$ cat src/rtl/pipeline_hazard_ctrl.sv
// Hazard/stall controller for the 5-stage MIPS pipeline: load-use bubbles, branch flush,
// data-memory freeze and a memory watchdog. Optional perf counters under HAZARD_PERF_CNT_EN.
module pipeline_hazard_ctrl #(
  parameter int TIMEOUT = 255,
  parameter int WAIT_W  = 8,
  parameter int CNT_W   = 16
) (
  input  logic             clk,
  input  logic             rst,
  input  logic [4:0]       id_rs,
  input  logic [4:0]       id_rt,
  input  logic             id_uses_rt,
  input  logic             ex_mem_read,
  input  logic [4:0]       ex_rt,
  input  logic             branch_taken,
  input  logic             mem_req,
  input  logic             mem_ready,
  output logic             pc_write,
  output logic             if_id_write,
  output logic             if_id_flush,
  output logic             id_ex_write,
  output logic             id_ex_bubble,
  output logic             ex_mem_write,
  output logic             mem_wb_bubble,
  output logic             halted,
  output logic [CNT_W-1:0] lu_stall_cnt,
  output logic [CNT_W-1:0] freeze_cnt,
  output logic [CNT_W-1:0] flush_cnt
);

  typedef enum logic [1:0] {
    ST_RUN      = 2'd0,
    ST_MEM_WAIT = 2'd1,
    ST_HALT     = 2'd2
  } state_e;

  localparam logic [WAIT_W-1:0] WAIT_LAST = WAIT_W'(TIMEOUT - 1);

  state_e            state_q, state_d;
  logic [WAIT_W-1:0] wait_q, wait_d;
  logic              freeze_s;
  logic              lu_s;

  assign freeze_s = mem_req & ~mem_ready;
  assign lu_s     = ex_mem_read & (ex_rt != 5'd0) &
                    ((ex_rt == id_rs) | (id_uses_rt & (ex_rt == id_rt)));

  // State and wait-counter register
  always_ff @(posedge clk) begin
    if (rst) begin
      state_q <= ST_RUN;
      wait_q  <= {WAIT_W{1'b0}};
    end else begin
      state_q <= state_d;
      wait_q  <= wait_d;
    end
  end

  // Watchdog next-state logic
  always_comb begin
    state_d = state_q;
    wait_d  = wait_q;
    case (state_q)
      ST_RUN: begin
        if (freeze_s) begin
          if (TIMEOUT == 1) begin
            state_d = ST_HALT;
            wait_d  = {WAIT_W{1'b0}};
          end else begin
            state_d = ST_MEM_WAIT;
            wait_d  = {{(WAIT_W-1){1'b0}}, 1'b1};
          end
        end else begin
          state_d = ST_RUN;
          wait_d  = {WAIT_W{1'b0}};
        end
      end
      ST_MEM_WAIT: begin
        if (!freeze_s) begin
          state_d = ST_RUN;
          wait_d  = {WAIT_W{1'b0}};
        end else if (wait_q == WAIT_LAST) begin
          state_d = ST_HALT;
          wait_d  = wait_q;
        end else begin
          state_d = ST_MEM_WAIT;
          wait_d  = wait_q + {{(WAIT_W-1){1'b0}}, 1'b1};
        end
      end
      ST_HALT: begin
        state_d = ST_HALT;
        wait_d  = wait_q;
      end
      default: begin
        state_d = ST_RUN;
        wait_d  = {WAIT_W{1'b0}};
      end
    endcase
  end

  // Pipeline controls: halt > freeze > load-use > branch > run; reset forces run
  always_comb begin
    pc_write      = 1'b1;
    if_id_write   = 1'b1;
    if_id_flush   = 1'b0;
    id_ex_write   = 1'b1;
    id_ex_bubble  = 1'b0;
    ex_mem_write  = 1'b1;
    mem_wb_bubble = 1'b0;
    halted        = 1'b0;
    if (rst) begin
      halted = 1'b0;
    end else if (state_q == ST_HALT) begin
      pc_write      = 1'b0;
      if_id_write   = 1'b0;
      id_ex_write   = 1'b0;
      ex_mem_write  = 1'b0;
      mem_wb_bubble = 1'b1;
      halted        = 1'b1;
    end else if (freeze_s) begin
      pc_write      = 1'b0;
      if_id_write   = 1'b0;
      id_ex_write   = 1'b0;
      ex_mem_write  = 1'b0;
      mem_wb_bubble = 1'b1;
    end else if (lu_s) begin
      pc_write     = 1'b0;
      if_id_write  = 1'b0;
      id_ex_bubble = 1'b1;
    end else if (branch_taken) begin
      if_id_flush = 1'b1;
    end else begin
      halted = 1'b0;
    end
  end

`ifdef HAZARD_PERF_CNT_EN
  logic [CNT_W-1:0] lu_cnt_q, freeze_cnt_q, flush_cnt_q;

  // Saturating performance counters
  always_ff @(posedge clk) begin
    if (rst) begin
      lu_cnt_q     <= {CNT_W{1'b0}};
      freeze_cnt_q <= {CNT_W{1'b0}};
      flush_cnt_q  <= {CNT_W{1'b0}};
    end else begin
      if (id_ex_bubble && (lu_cnt_q != {CNT_W{1'b1}})) begin
        lu_cnt_q <= lu_cnt_q + {{(CNT_W-1){1'b0}}, 1'b1};
      end
      if (freeze_s && (state_q != ST_HALT) && (freeze_cnt_q != {CNT_W{1'b1}})) begin
        freeze_cnt_q <= freeze_cnt_q + {{(CNT_W-1){1'b0}}, 1'b1};
      end
      if (if_id_flush && (flush_cnt_q != {CNT_W{1'b1}})) begin
        flush_cnt_q <= flush_cnt_q + {{(CNT_W-1){1'b0}}, 1'b1};
      end
    end
  end

  assign lu_stall_cnt = lu_cnt_q;
  assign freeze_cnt   = freeze_cnt_q;
  assign flush_cnt    = flush_cnt_q;
`else
  assign lu_stall_cnt = {CNT_W{1'b0}};
  assign freeze_cnt   = {CNT_W{1'b0}};
  assign flush_cnt    = {CNT_W{1'b0}};
`endif

endmodule

$ cat config.mk
export PLATFORM = sky130hd
export DESIGN_NAME = pipeline_hazard_ctrl
export DESIGN_NICKNAME = d
export VERILOG_FILES = /design/src/rtl/pipeline_hazard_ctrl.sv
export SDC_FILE = /design/constraint.sdc
export NUM_CORES = 1
export LEC_CHECK = 0
export BUFFER_PORTS_ARGS = -buffer_cell sky130_fd_sc_hd__buf_2
export CORE_AREA = 3 3 57 59
export CTS_CLUSTER_SIZE = 28
export DETAILED_ROUTE_END_ITERATION = 16
export DIE_AREA = 0 0 60 62
export PLACE_DENSITY = 0.77
export SLEW_MARGIN = 20
export SYNTH_ARGS = -nofsm -noshare
export SYNTH_HDL_FRONTEND = slang
export SYNTH_SLANG_ARGS = --single-unit
$ cat constraint.sdc
create_clock -name clk -period 2.3 [get_ports clk]
set_input_delay 0.46 -clock clk [delete_from_list [all_inputs] [get_ports clk]]
set_output_delay 0.46 -clock clk [all_outputs]
set_load 0.05 [all_outputs]
# [Yosys cells after proc, flatten, opt, wreduce, memory -nomap -nowiden]
# Index checks and enable logic that the tools add are counted.
[word_totals] inputBits=22 regBits=10
[classes] n_mux=29 bitwise=7 n_eq_ne=6 reduce_logical=3 n_addsub=1
[op_table] cell="8-bit case mux with 3 select lines" count=1
[op_table] cell="1-bit 2-to-1 mux" count=23
[op_table] cell="8-bit 2-to-1 mux" count=2
[op_table] cell="5-bit == test" count=2
[op_table] cell="8-bit by 1-bit adder with 8-bit output (second input constant)" count=1
[op_table] cell="8-bit == test (second input constant)" count=1
[op_table] cell="2-bit case mux with 3 select lines" count=1
[op_table] cell="5-bit nonzero test" count=1
[op_table] cell="1-bit AND" count=4
[op_table] cell="2-bit 2-to-1 mux" count=2
[op_table] cell="3-bit != test (second input constant)" count=1
[op_table] cell="2-bit by 1-bit == test with 1-bit output (second input constant)" count=1
[op_table] cell="2-bit == test (second input constant)" count=1
[op_table] cell="2-bit logical NOT" count=1
[op_table] cell="1-bit NOT" count=2
[op_table] cell="2-bit AND reduction" count=1
[op_table] cell="1-bit bitwise OR" count=1

# [Longest topological paths before layout]
# Gate-level depths: netlist of run 1.
[depth] word_depth=8 ltp_mapped=7 depth_no_buf=6

# [Least setup slack after synthesis of run 1]
# No wires, ideal clock.
[synth_timing] path_kind="input port to output port" start="in ex_rt[1]" end="out pc_write" slack_ns=-0.546 stages=5 n_path_buf=1 arrival_ns=2.386 required_time_ns=1.840 path_cell_list="or4_1 o21ai_1 nor2_1 a21oi_1 buf_4"
[synth_between] elab_chain_len=8
[synth_lines] item="from (decl)" line="14" rtl="input logic [4:0] ex_rt,"
[synth_lines] item="5-bit == test" line="46" rtl="((ex_rt == id_rs) | (id_uses_rt & (ex_rt == id_rt)));"
[synth_lines] item="1-bit AND" line="46"
[synth_lines] item="1-bit bitwise OR" line="46"
[synth_lines] item="1-bit AND *" line="45" rtl="assign lu_s = ex_mem_read & (ex_rt != 5'd0) &"
[synth_lines] item="1-bit 2-to-1 mux * (4 in series)"
[synth_lines] item="to (decl)" line="18" rtl="output logic pc_write,"
# Every way passes the cells marked *; elsewhere a longest branch is shown, timed or not.

# [Worst setup path in the final report of run 1]
[layout_timing] start="in ex_rt[1]" end="out pc_write"
[layout_between] elab_chain_len=8
[layout_lines] item="5-bit == test" line="46"
[layout_lines] item="1-bit AND" line="46"
[layout_lines] item="1-bit bitwise OR" line="46"
[layout_lines] item="1-bit AND *" line="45"
[layout_lines] item="1-bit 2-to-1 mux *" line="126" rtl="end else if (lu_s) begin"
[layout_lines] item="1-bit 2-to-1 mux *" line="120" rtl="end else if (freeze_s) begin"
[layout_lines] item="1-bit 2-to-1 mux *" line="113" rtl="end else if (state_q == ST_HALT) begin"
[layout_lines] item="1-bit 2-to-1 mux *" line="111" rtl="if (rst) begin"
# Marked as above.

==> results of run 1 <==
[placed cells by master, fill, tap and decap left out, drive strengths merged]
master,n
dfxtp,10
a21o,1
nor2,4
a211oi,1
o21ai,5
nor2b,3
buf,33
nand3,6
clkbuf,4
o22ai,1
nand2,7
conb,48
ha,2
nand4,2
or3,5
o31ai,3
a2111o,1
or4,4
nor3b,1
a2111oi,1
nand4bb,1
or2b,1
or2,1
a21oi,9
xnor2,10
a31oi,1
inv,7
[where the power goes]
group / leakage, uW / total [uW] / switching, uW / internal (uW)
logic: 0.000425 / 262 / 220 / 41.2
registers: 0.0000808 / 177 / 2.62 / 175
clock network: 0.0000210 / 155 / 59.4 / 96.1
[worst paths after layout]
| path | startpoint | to | slack [ns] | depth (start not counted) |
|---|---|---|---|---|
| worst max-delay path | ex_rt[1] | pc_write | 0.07 | 6 |
| worst min-delay path | wait_q[7] | wait_q[7] | 0.49 | 2 |
| worst max register to register | wait_q[0] | wait_q[5] | 0.56 | 6 |
| worst min register to register | wait_q[7] | wait_q[7] | 0.49 | 2 |
[through the flow]
step           hold slack, ns  TNS (ns)
2_1_floorplan          0.4524   -0.4577
3_3_place_gp           0.4763         0
3_5_place_dp           0.4706         0
4_1_cts                0.4846         0
5_1_grt                0.5086  -0.03289
6_report               0.4872         0
[worst reg2reg max path: stages (launching register included)]
cell and delay (ns):
dfxtp_1 0.45, inv_1 0.08, ha_1 0.19, nand3_1 0.17, o31ai_4 0.15, or4_1 0.50, a21oi_1 0.14
[per-layer routing]
metal | routed length [um] | up-vias
met1 | 800 | 380
met3 | 154 | 0
met4 | 0 | 0
li1 | - | 441
met5 | 0 | -
met2 | 1061 | 37
[flip-flops by register name, summed over array words and instances (netlist names)]
signal and count:
state_q 2, wait_q 8
[logic make-up after synthesis]
family,synth area share (%)
DFF,17.82
adders and majority gates,2.227
other,0.3338
xor gates and xnor gates,7.795
buffers and inverters,37.08
and+or+nand+nor,20.60
AOI/OAI and AO/OA,14.14
[area by class of cell]
cell class / count / area [um2]
tap: 31 / 38.79
fill: 293 / 1583
multi-input combinational: 118 / 695.7
inverter: 7 / 26.28
timing repair buffer: 33 / 177.7
clock buffer: 4 / 36.28
sequential: 10 / 200.2
==> impl_metrics.env, run 1 <==
export IMPL_status="finished clean"
export IMPL_crit_path_end_kind="primary output"
export IMPL_cts_hold_buf=0
export IMPL_utilization_pct=42.60
export IMPL_slowest_delay_ns=0.50
export IMPL_rsz0062_at_grt="true"
export IMPL_tightest_slew_ns=0.5455
export IMPL_crit_chain="buf_2, or4_1, o21ai_1, nor2_1, a21oi_2, buf_2"
export IMPL_max_freq_mhz=448.0
export IMPL_vias=858
export IMPL_drc_errors=0
export IMPL_cts_repair_resized=0
export IMPL_syn_area_mm2=0.001124
export IMPL_cap_violations=0
export IMPL_num_io_pins=78
export IMPL_finalWeightedCongestion=0.7556
export IMPL_ant_nets=0
export IMPL_gr_usage_met1_pct=13.32
export IMPL_cpLargestDelayFamily="simple AND/OR/NAND/NOR gates"
export IMPL_cts_buffers=3
export IMPL_hold_path_class="reg2reg"
export IMPL_clock_skew_ns=0.002592
export IMPL_period_share_pct=97.05
export IMPL_clock_latency_ns=0.26
export IMPL_syn2layout_area_growth_pct=4.566
export IMPL_dp_slack_ns=0.04356
export IMPL_arrival_ns=1.77
export IMPL_synth_top_cell_by_area="buf_4"
export IMPL_cts_root_buf="clkbuf_4"
export IMPL_hold_viol=0
export IMPL_crit_type="in2out"
export IMPL_worst_slack_ns=0.06794
export IMPL_ir_worst_vdd_mv=0.3422
export IMPL_grt_max_degree=16
export IMPL_dr_pass1_iters=4
export IMPL_initial_core_util_pct=40.74
export IMPL_layout_cells_non_filler=203
export IMPL_num_antenna_cells=0
export IMPL_placed_area_mm2=0.001136
export IMPL_antenna_found_initial=0
export IMPL_grt_ovfl_total=0
export IMPL_dieArea_mm2=0.003720
export IMPL_cp_start_kind="primary input"
export IMPL_vias_per_cell=4.227
export IMPL_gr_usage_met3_pct=3.099
export IMPL_grt_pass1_wl_um=3243
export IMPL_drt_iter0_drc=26
export IMPL_setup_violations=0
export IMPL_cp_slowest_cell="or4_1"
export IMPL_synth_top_cell_area_share_pct=33.41
export IMPL_critPathMostFrequentCell="buf_2"
export IMPL_synth_ff_type="dfxtp_1"
export IMPL_hpwl_um=1755
export IMPL_yosysMostFrequentCell="buf_4"
export IMPL_synth_yosys_seq_area_share_pct=17.82
export IMPL_die_h_um=62
export IMPL_p_total_uw=594.2
export IMPL_synth_edff_count=0
export IMPL_final_area_mm2=0.001175
export IMPL_rows=19
export IMPL_core_area_mm2=0.002758
export IMPL_cp_max_fo=3
export IMPL_num_nets_final=197
export IMPL_p_leak_uw=0.0005272
export IMPL_cts_tree="built"
export IMPL_path_clk_slew_ns=0.06
export IMPL_ys_ff_latch=10
export IMPL_ys_warn_count=0
export IMPL_ys_async_sr_fraction_pct=0
export IMPL_power_density_mw_per_mm2=505.7
export IMPL_relSlewSlack_pct=63.63
export IMPL_numPortBuffers=29
export IMPL_drive_gt1_share_pct=26.16
export IMPL_grt_met2_usage_pct=20.37
export IMPL_finalCriticalPeriod_ns=2.232
export IMPL_wl_per_cell_um=9.926
export IMPL_ys_top_cells_by_area="buf_4 (33%), dfxtp_1 (18%), xnor2_1 (7.8%), a21oi_1 (4.0%), or3_1 (2.8%)"
export IMPL_cts_max_path_buffers=2
export IMPL_cp_num_buf_inv=2
export IMPL_dp_cells=199
export IMPL_grt_pass1_vias=726
export IMPL_die_w_um=60
export IMPL_slew_violations=0
export IMPL_htreeDepth=1
export IMPL_routed_wl_um=2015
export IMPL_cts_sinks=10
export IMPL_busiest_layer="met2"
export IMPL_worstPathRequired_ns=1.84
export IMPL_postCtsSetupRepairBufs=0
export IMPL_synthTopCellsByCount="buf_4 (50), dfxtp_1 (10), xnor2_1 (10)"
export IMPL_syn_area_per_cell_um2=8.026
export IMPL_ys_types=31
export IMPL_syn_inst=140
export IMPL_grt_use_total_pct=11.21
(Power assumes the default switching activity.)
==> run 2, diff against run 1 <==
--- a/config.mk
+++ b/config.mk
@@ -5,12 +5,14 @@
 export SDC_FILE = /design/constraint.sdc
 export NUM_CORES = 1
 export LEC_CHECK = 0
+export ABC_AREA = 1
 export BUFFER_PORTS_ARGS = -buffer_cell sky130_fd_sc_hd__buf_2
-export CORE_AREA = 3 3 57 59
+export CORE_AREA = 3 3 58 60
 export CTS_CLUSTER_SIZE = 28
 export DETAILED_ROUTE_END_ITERATION = 16
-export DIE_AREA = 0 0 60 62
-export PLACE_DENSITY = 0.77
+export DIE_AREA = 0 0 61 63
+export PLACE_DENSITY = 0.78
+export SKIP_LAST_GASP = 1
 export SLEW_MARGIN = 20
 export SYNTH_ARGS = -nofsm -noshare
 export SYNTH_HDL_FRONTEND = slang
==> constraint.sdc (replaced) <==
create_clock -name clk -period 2.1 [get_ports clk]
set_input_delay 0.42 -clock clk [delete_from_list [all_inputs] [get_ports clk]]
set_output_delay 0.42 -clock clk [all_outputs]
set_load 0.05 [all_outputs]
==> impl_metrics.env, run 2 <==
export IMPL_power_density_mw_per_mm2=521.3
export IMPL_vias=1071
export IMPL_cts_tree="built"
export IMPL_cap_violations=0
export IMPL_syn2layout_area_growth_pct=2.987
export IMPL_die_h_um=63
export IMPL_ys_warn_count=0
export IMPL_hold_path_class="in2reg"
export IMPL_p_leak_uw=0.0006759
export IMPL_status="finished clean"
export IMPL_fillerInstances=323
export IMPL_p_switching_uw=319.2
export IMPL_routed_wl_um=2240
export IMPL_cpLargestDelayFamily="buffers and inverters"
export IMPL_swShare_pct=48.94
export IMPL_largest_reg_flops=8
export IMPL_seq_area_um2=200.2
export IMPL_worstPathRequired_ns=1.68
export IMPL_numPortBuffers=29
export IMPL_gr_usage_met3_pct=0.6198
export IMPL_cts_hold_buf=0
export IMPL_slowest_delay_ns=0.35
export IMPL_busiest_layer="met2"
export IMPL_synthTopCellsByCount="buf_4 (50), nand2_1 (39), inv_1 (20)"
export IMPL_cp_start_kind="flip-flop"
export IMPL_synth_ff_type="dfxtp_1"
export IMPL_gr_usage_met1_pct=12.87
export IMPL_vias_per_cell=4.284
export IMPL_syn_inst=187
export IMPL_finalWeightedCongestion=0.8617
export IMPL_finalCriticalPeriod_ns=2.006
export IMPL_cp_max_fo=6
export IMPL_ys_types=26
export IMPL_arrival_ns=1.59
export IMPL_hpwl_um=1944
export IMPL_dr_pass1_iters=4
export IMPL_cp_num_buf_inv=3
export IMPL_p_total_uw=652.3
export IMPL_ir_worst_vdd_mv=0.1791
export IMPL_synth_top_cell_area_share_pct=30.90
export IMPL_power_frac_clock_pct=26.6
export IMPL_max_freq_mhz=498.5
export IMPL_num_io_pins=78
export IMPL_cts_root_buf="clkbuf_4"
export IMPL_postCtsSetupRepairBufs=0
export IMPL_num_nets_final=242
export IMPL_crit_path_end_kind="primary output"
export IMPL_period_share_pct=95.53
export IMPL_die_w_um=61
export IMPL_tns_ns=0
export IMPL_antenna_found_initial=0
export IMPL_wl_per_cell_um=8.960
export IMPL_drc_errors=0
export IMPL_crit_type="reg2out"
export IMPL_synth_top_cell_by_area="buf_4"
export IMPL_yosysMostFrequentCell="buf_4"
export IMPL_clock_latency_ns=0.27
export IMPL_grt_use_total_pct=11.77
export IMPL_core_area_mm2=0.002978
export IMPL_ys_ff_latch=10
export IMPL_drive_gt1_share_pct=20.28
export IMPL_largest_registers="wait_q: 8 flops, state_q: 2 flops"
export IMPL_grt_pass1_vias=896
export IMPL_ant_nets=0
export IMPL_regMostFlops="wait_q"
export IMPL_p_int_uw=333.0
export IMPL_rsz0062_at_grt="false"
export IMPL_synth_edff_count=0
export IMPL_pwr_share_seq_pct=29.5
export IMPL_ys_async_sr_fraction_pct=0
export IMPL_comb_power_share_pct=43.8
export IMPL_synth_yosys_seq_area_share_pct=16.48
export IMPL_rows=20
export IMPL_hold_viol=0
export IMPL_cts_buffers=3
export IMPL_syn_area_mm2=0.001215
export IMPL_grt_pass1_wl_um=3539
export IMPL_cts_sinks=10
export IMPL_slew_violations=0
export IMPL_htreeDepth=1
export IMPL_dieArea_mm2=0.003843
export IMPL_path_clk_slew_ns=0.07
export IMPL_multi_input_area_um2=737.0
export IMPL_grt_ovfl_total=0
export IMPL_grt_max_degree=9
export IMPL_final_cell_mix="conb_1 (48), nand2_1 (39), buf_2 (28)"
export IMPL_syn_area_per_cell_um2=6.497
export IMPL_crit_chain="inv_1, nand2_1, nand2_1, inv_1, nand3_1, a21oi_1, clkbuf_4"
export IMPL_grt_met2_usage_pct=20.72
export IMPL_final_common_cell="conb_1"
export IMPL_cp_slowest_cell="dfxtp_1"
export IMPL_clock_skew_ns=0.004247
export IMPL_num_antenna_cells=0
export IMPL_initial_core_util_pct=40.80
export IMPL_cts_max_path_buffers=2
export IMPL_setup_violations=0
export IMPL_ys_top_cells_by_area="buf_4 (31%), dfxtp_1 (16%), nand2_1 (12%), inv_1 (6.2%), nor2_1 (5.9%)"
export IMPL_drt_iter0_drc=25
-- run 2: repair_timing --
| item | in CTS | in global routing |
|---|---|---|
| hold endpoints to repair | 0 | 0 |
| gates resized for setup | 0 | 1 |
| setup endpoints to repair | 0 | 1 |
-- run 2: cells by family (layout without fill, tap and decap cells) --
group | Yosys count | in the layout | share of synthesized area, %
xor gates and xnor gates | 7 | 7 | 5.046
AOI/OAI and AO/OA | 13 | 13 | 6.386
adders and majority gates | 2 | 2 | 2.059
buffers and inverters | 72 | 55 | 38.00
DFF | 10 | 10 | 16.48
other | 1 | 48 | 0.3087
and+or+nand+nor | 82 | 82 | 31.72
-- run 2: through the flow --
step	setup WS, ns	cells	util (%)	hold WS, ns	cell area, um2
floorplan	0.02482	234	-	0.4604	1399
global placement	0.2973	246	40.71	0.4738	1212
detailed placement	0.2999	246	40.71	0.4833	1212
CTS	0.05545	250	41.93	0.4509	1249
global route	0.0007460	250	42.02	0.4673	1251
finish	0.09387	250	42.02	0.4548	1251
-- run 2: final timing paths --
path                            startpoint  cells past startpoint          end  slack [ns]
worst max-delay path            state_q[0]                      7  if_id_flush        0.09
worst min-delay path             mem_ready                      4   state_q[0]        0.45
worst max register to register   wait_q[0]                      9    wait_q[6]        0.60
worst min register to register   wait_q[0]                      2    wait_q[0]        0.49
-- run 2: final cells by class --
class / count / area share, %
Clock buffer: 4 / 2.900
Inverter: 21 / 6.500
Multi-Input combinational cell: 152 / 58.90
Sequential cell: 10 / 16.00
Tap cell: 33 / 3.300
Timing Repair Buffer: 30 / 12.40
-- run 2: per-layer routing --
metal | share of wire, % | vias up
li1 | - | 548
met2 | 51 | 64
met3 | 7.8 | 9
met1 | 38 | 450
met4 | 2.9 | 0
met5 | 0 | -
-- run 2: worst register-to-register path, stage by stage (launching register included) --
cell and delay (ns):
dfxtp_1 0.33, inv_1 0.14, ha_1 0.16, nand3_1 0.13, nor3_4 0.17, nand2_2 0.11
nand2_4 0.13, inv_4 0.08, nand2_1 0.08, a21oi_1 0.05
-- run 2: power by group through the flow --
stage	clock network, uW	registers [uW]	logic, uW
CTS	182	193	284
finish	174	193	286
global route	194	193	303
detailed placement	0	197	283
global placement	0	197	283
floorplan	0	197	319
==> run 3, diff against run 2 <==
--- a/config.mk
+++ b/config.mk
@@ -12,6 +12,8 @@
 export DETAILED_ROUTE_END_ITERATION = 16
 export DIE_AREA = 0 0 61 63
 export PLACE_DENSITY = 0.78
+export SETUP_SLACK_MARGIN = 0.4
+export SKIP_CTS_REPAIR_TIMING = 1
 export SKIP_LAST_GASP = 1
 export SLEW_MARGIN = 20
 export SYNTH_ARGS = -nofsm -noshare
==> impl_metrics.env, run 3 (same netlist as run 2, synthesis figures left out) <==
export IMPL_finalWeightedCongestion=0.9031
export IMPL_regMostFlops="wait_q"
export IMPL_utilization_pct=48.57
export IMPL_antenna_found_initial=0
export IMPL_num_nets_final=250
export IMPL_crit_chain="buf_2, inv_2, o21ai_1, nor2_1, nand3_1, nand2_2, nand2_4, nand2_4, nand2_4, buf_8"
export IMPL_swShare_pct=48.43
export IMPL_slowest_delay_ns=0.16
export IMPL_grt_ovfl_total=0
export IMPL_path_clk_slew_ns=0.07
export IMPL_period_share_pct=86.75
export IMPL_drive_gt1_share_pct=30.67
export IMPL_tns_ns=0
export IMPL_final_common_cell="conb_1"
export IMPL_hold_viol=0
export IMPL_initial_core_util_pct=40.80
export IMPL_p_switching_uw=336.9
export IMPL_dr_pass1_iters=4
export IMPL_crit_type="in2out"
export IMPL_p_int_uw=358.7
export IMPL_cp_start_kind="primary input"
export IMPL_clock_skew_ns=0.003616
export IMPL_drc_errors=0
export IMPL_cap_violations=0
export IMPL_die_w_um=61
export IMPL_arrival_ns=1.40
export IMPL_rows=20
export IMPL_routed_wl_um=2545
export IMPL_setup_violations=0
export IMPL_hpwl_um=1957
export IMPL_ant_nets=0
export IMPL_final_cell_mix="conb_1 (48), nand2_1 (33), buf_2 (18)"
export IMPL_finalCriticalPeriod_ns=1.822
export IMPL_largest_reg_flops=8
export IMPL_grt_use_total_pct=12.51
export IMPL_p_leak_uw=0.0007602
export IMPL_cp_slowest_cell="buf_8"
export IMPL_syn2layout_area_growth_pct=19.05
export IMPL_cts_max_path_buffers=2
export IMPL_htreeDepth=1
export IMPL_cts_sinks=10
export IMPL_numPortBuffers=29
export IMPL_slew_violations=0
export IMPL_num_io_pins=78
export IMPL_crit_path_end_kind="primary output"
export IMPL_ir_worst_vdd_mv=0.3149
export IMPL_grt_pass1_wl_um=3732
export IMPL_comb_power_share_pct=46.9
export IMPL_drt_iter0_drc=50
export IMPL_worstPathRequired_ns=1.68
export IMPL_vias_per_cell=4.306
export IMPL_largest_registers="wait_q: 8 flops, state_q: 2 flops"
export IMPL_clock_latency_ns=0.27
export IMPL_grt_pass1_vias=907
export IMPL_rsz0062_at_grt="true"
export IMPL_cpLargestDelayFamily="simple AND/OR/NAND/NOR gates"
export IMPL_hold_path_class="in2reg"
export IMPL_pwr_share_seq_pct=27.7
export IMPL_power_frac_clock_pct=25.4
export IMPL_die_h_um=63
export IMPL_critPathMostFrequentCell="nand2_4"
export IMPL_grt_max_degree=9
export IMPL_status="finished clean"
export IMPL_cts_tree="built"
export IMPL_wl_per_cell_um=9.864
export IMPL_cp_max_fo=3
export IMPL_vias=1111
export IMPL_fillerInstances=283
export IMPL_cts_root_buf="clkbuf_4"
export IMPL_dieArea_mm2=0.003843
export IMPL_num_antenna_cells=0
export IMPL_power_density_mw_per_mm2=481.0
export IMPL_core_area_mm2=0.002978
export IMPL_cp_num_buf_inv=3
export IMPL_max_freq_mhz=548.9
export IMPL_cts_buffers=3
==> run 3: final timing paths <==
path                            cells after the start  slack (ns)          to      start
worst max-delay path                               10        0.28    pc_write   ex_rt[3]
worst min-delay path                                4        0.44  state_q[0]  mem_ready
worst max register to register                      9        0.59   wait_q[4]  wait_q[0]
worst min register to register                      2        0.49   wait_q[0]  wait_q[0]
==> run 3: per-stage QoR <==
| stage | power (uW) | setup slack, ns | cells | area [um2] | hold slack (ns) |
|---|---|---|---|---|---|
| finish | 695.7 | 0.2782 | 258 | 1446 | 0.4406 |
| global route | 726.0 | 0.1906 | 258 | 1446 | 0.4418 |
| CTS | 667.4 | 0.1247 | 252 | 1292 | 0.4565 |
| detailed placement | 488.6 | 0.1499 | 248 | 1256 | 0.4758 |
| global placement | 487.6 | 0.1810 | 248 | 1256 | 0.4743 |
| floorplan | 523.6 | 0.02482 | 234 | 1435 | 0.4604 |
==> run 3: cell type report <==
cell class	instances	area, um2	share of cell area (%)
inverter	21	83.83	5.796
tap	33	41.29	2.855
clock buffer	4	36.28	2.509
timing repair buffer	38	292.8	20.24
sequential	10	201.4	13.93
multi-input combinational	152	790.8	54.67
==> run 3: power groups by stage <==
stage | Clock [uW] | Sequential, uW | Combinational [uW]
2_1_floorplan | 0 | 197 | 327
3_3_place_gp | 0 | 197 | 291
3_5_place_dp | 0 | 197 | 292
4_1_cts | 183 | 192 | 292
5_1_grt | 189 | 193 | 344
6_report | 176 | 193 | 326
==> run 3: worst min-delay path: stages <==
cell     delay, ns
buf_2         0.10
nor2_4        0.05
nand4_1       0.08
inv_1         0.03
==> run 3: per-layer routing <==
metal	GRT usage (%)	share of wire (%)
met5	0	0
met3	3.099	9.8
met1	16.36	42
met4	4.065	1.1
met2	19.65	47
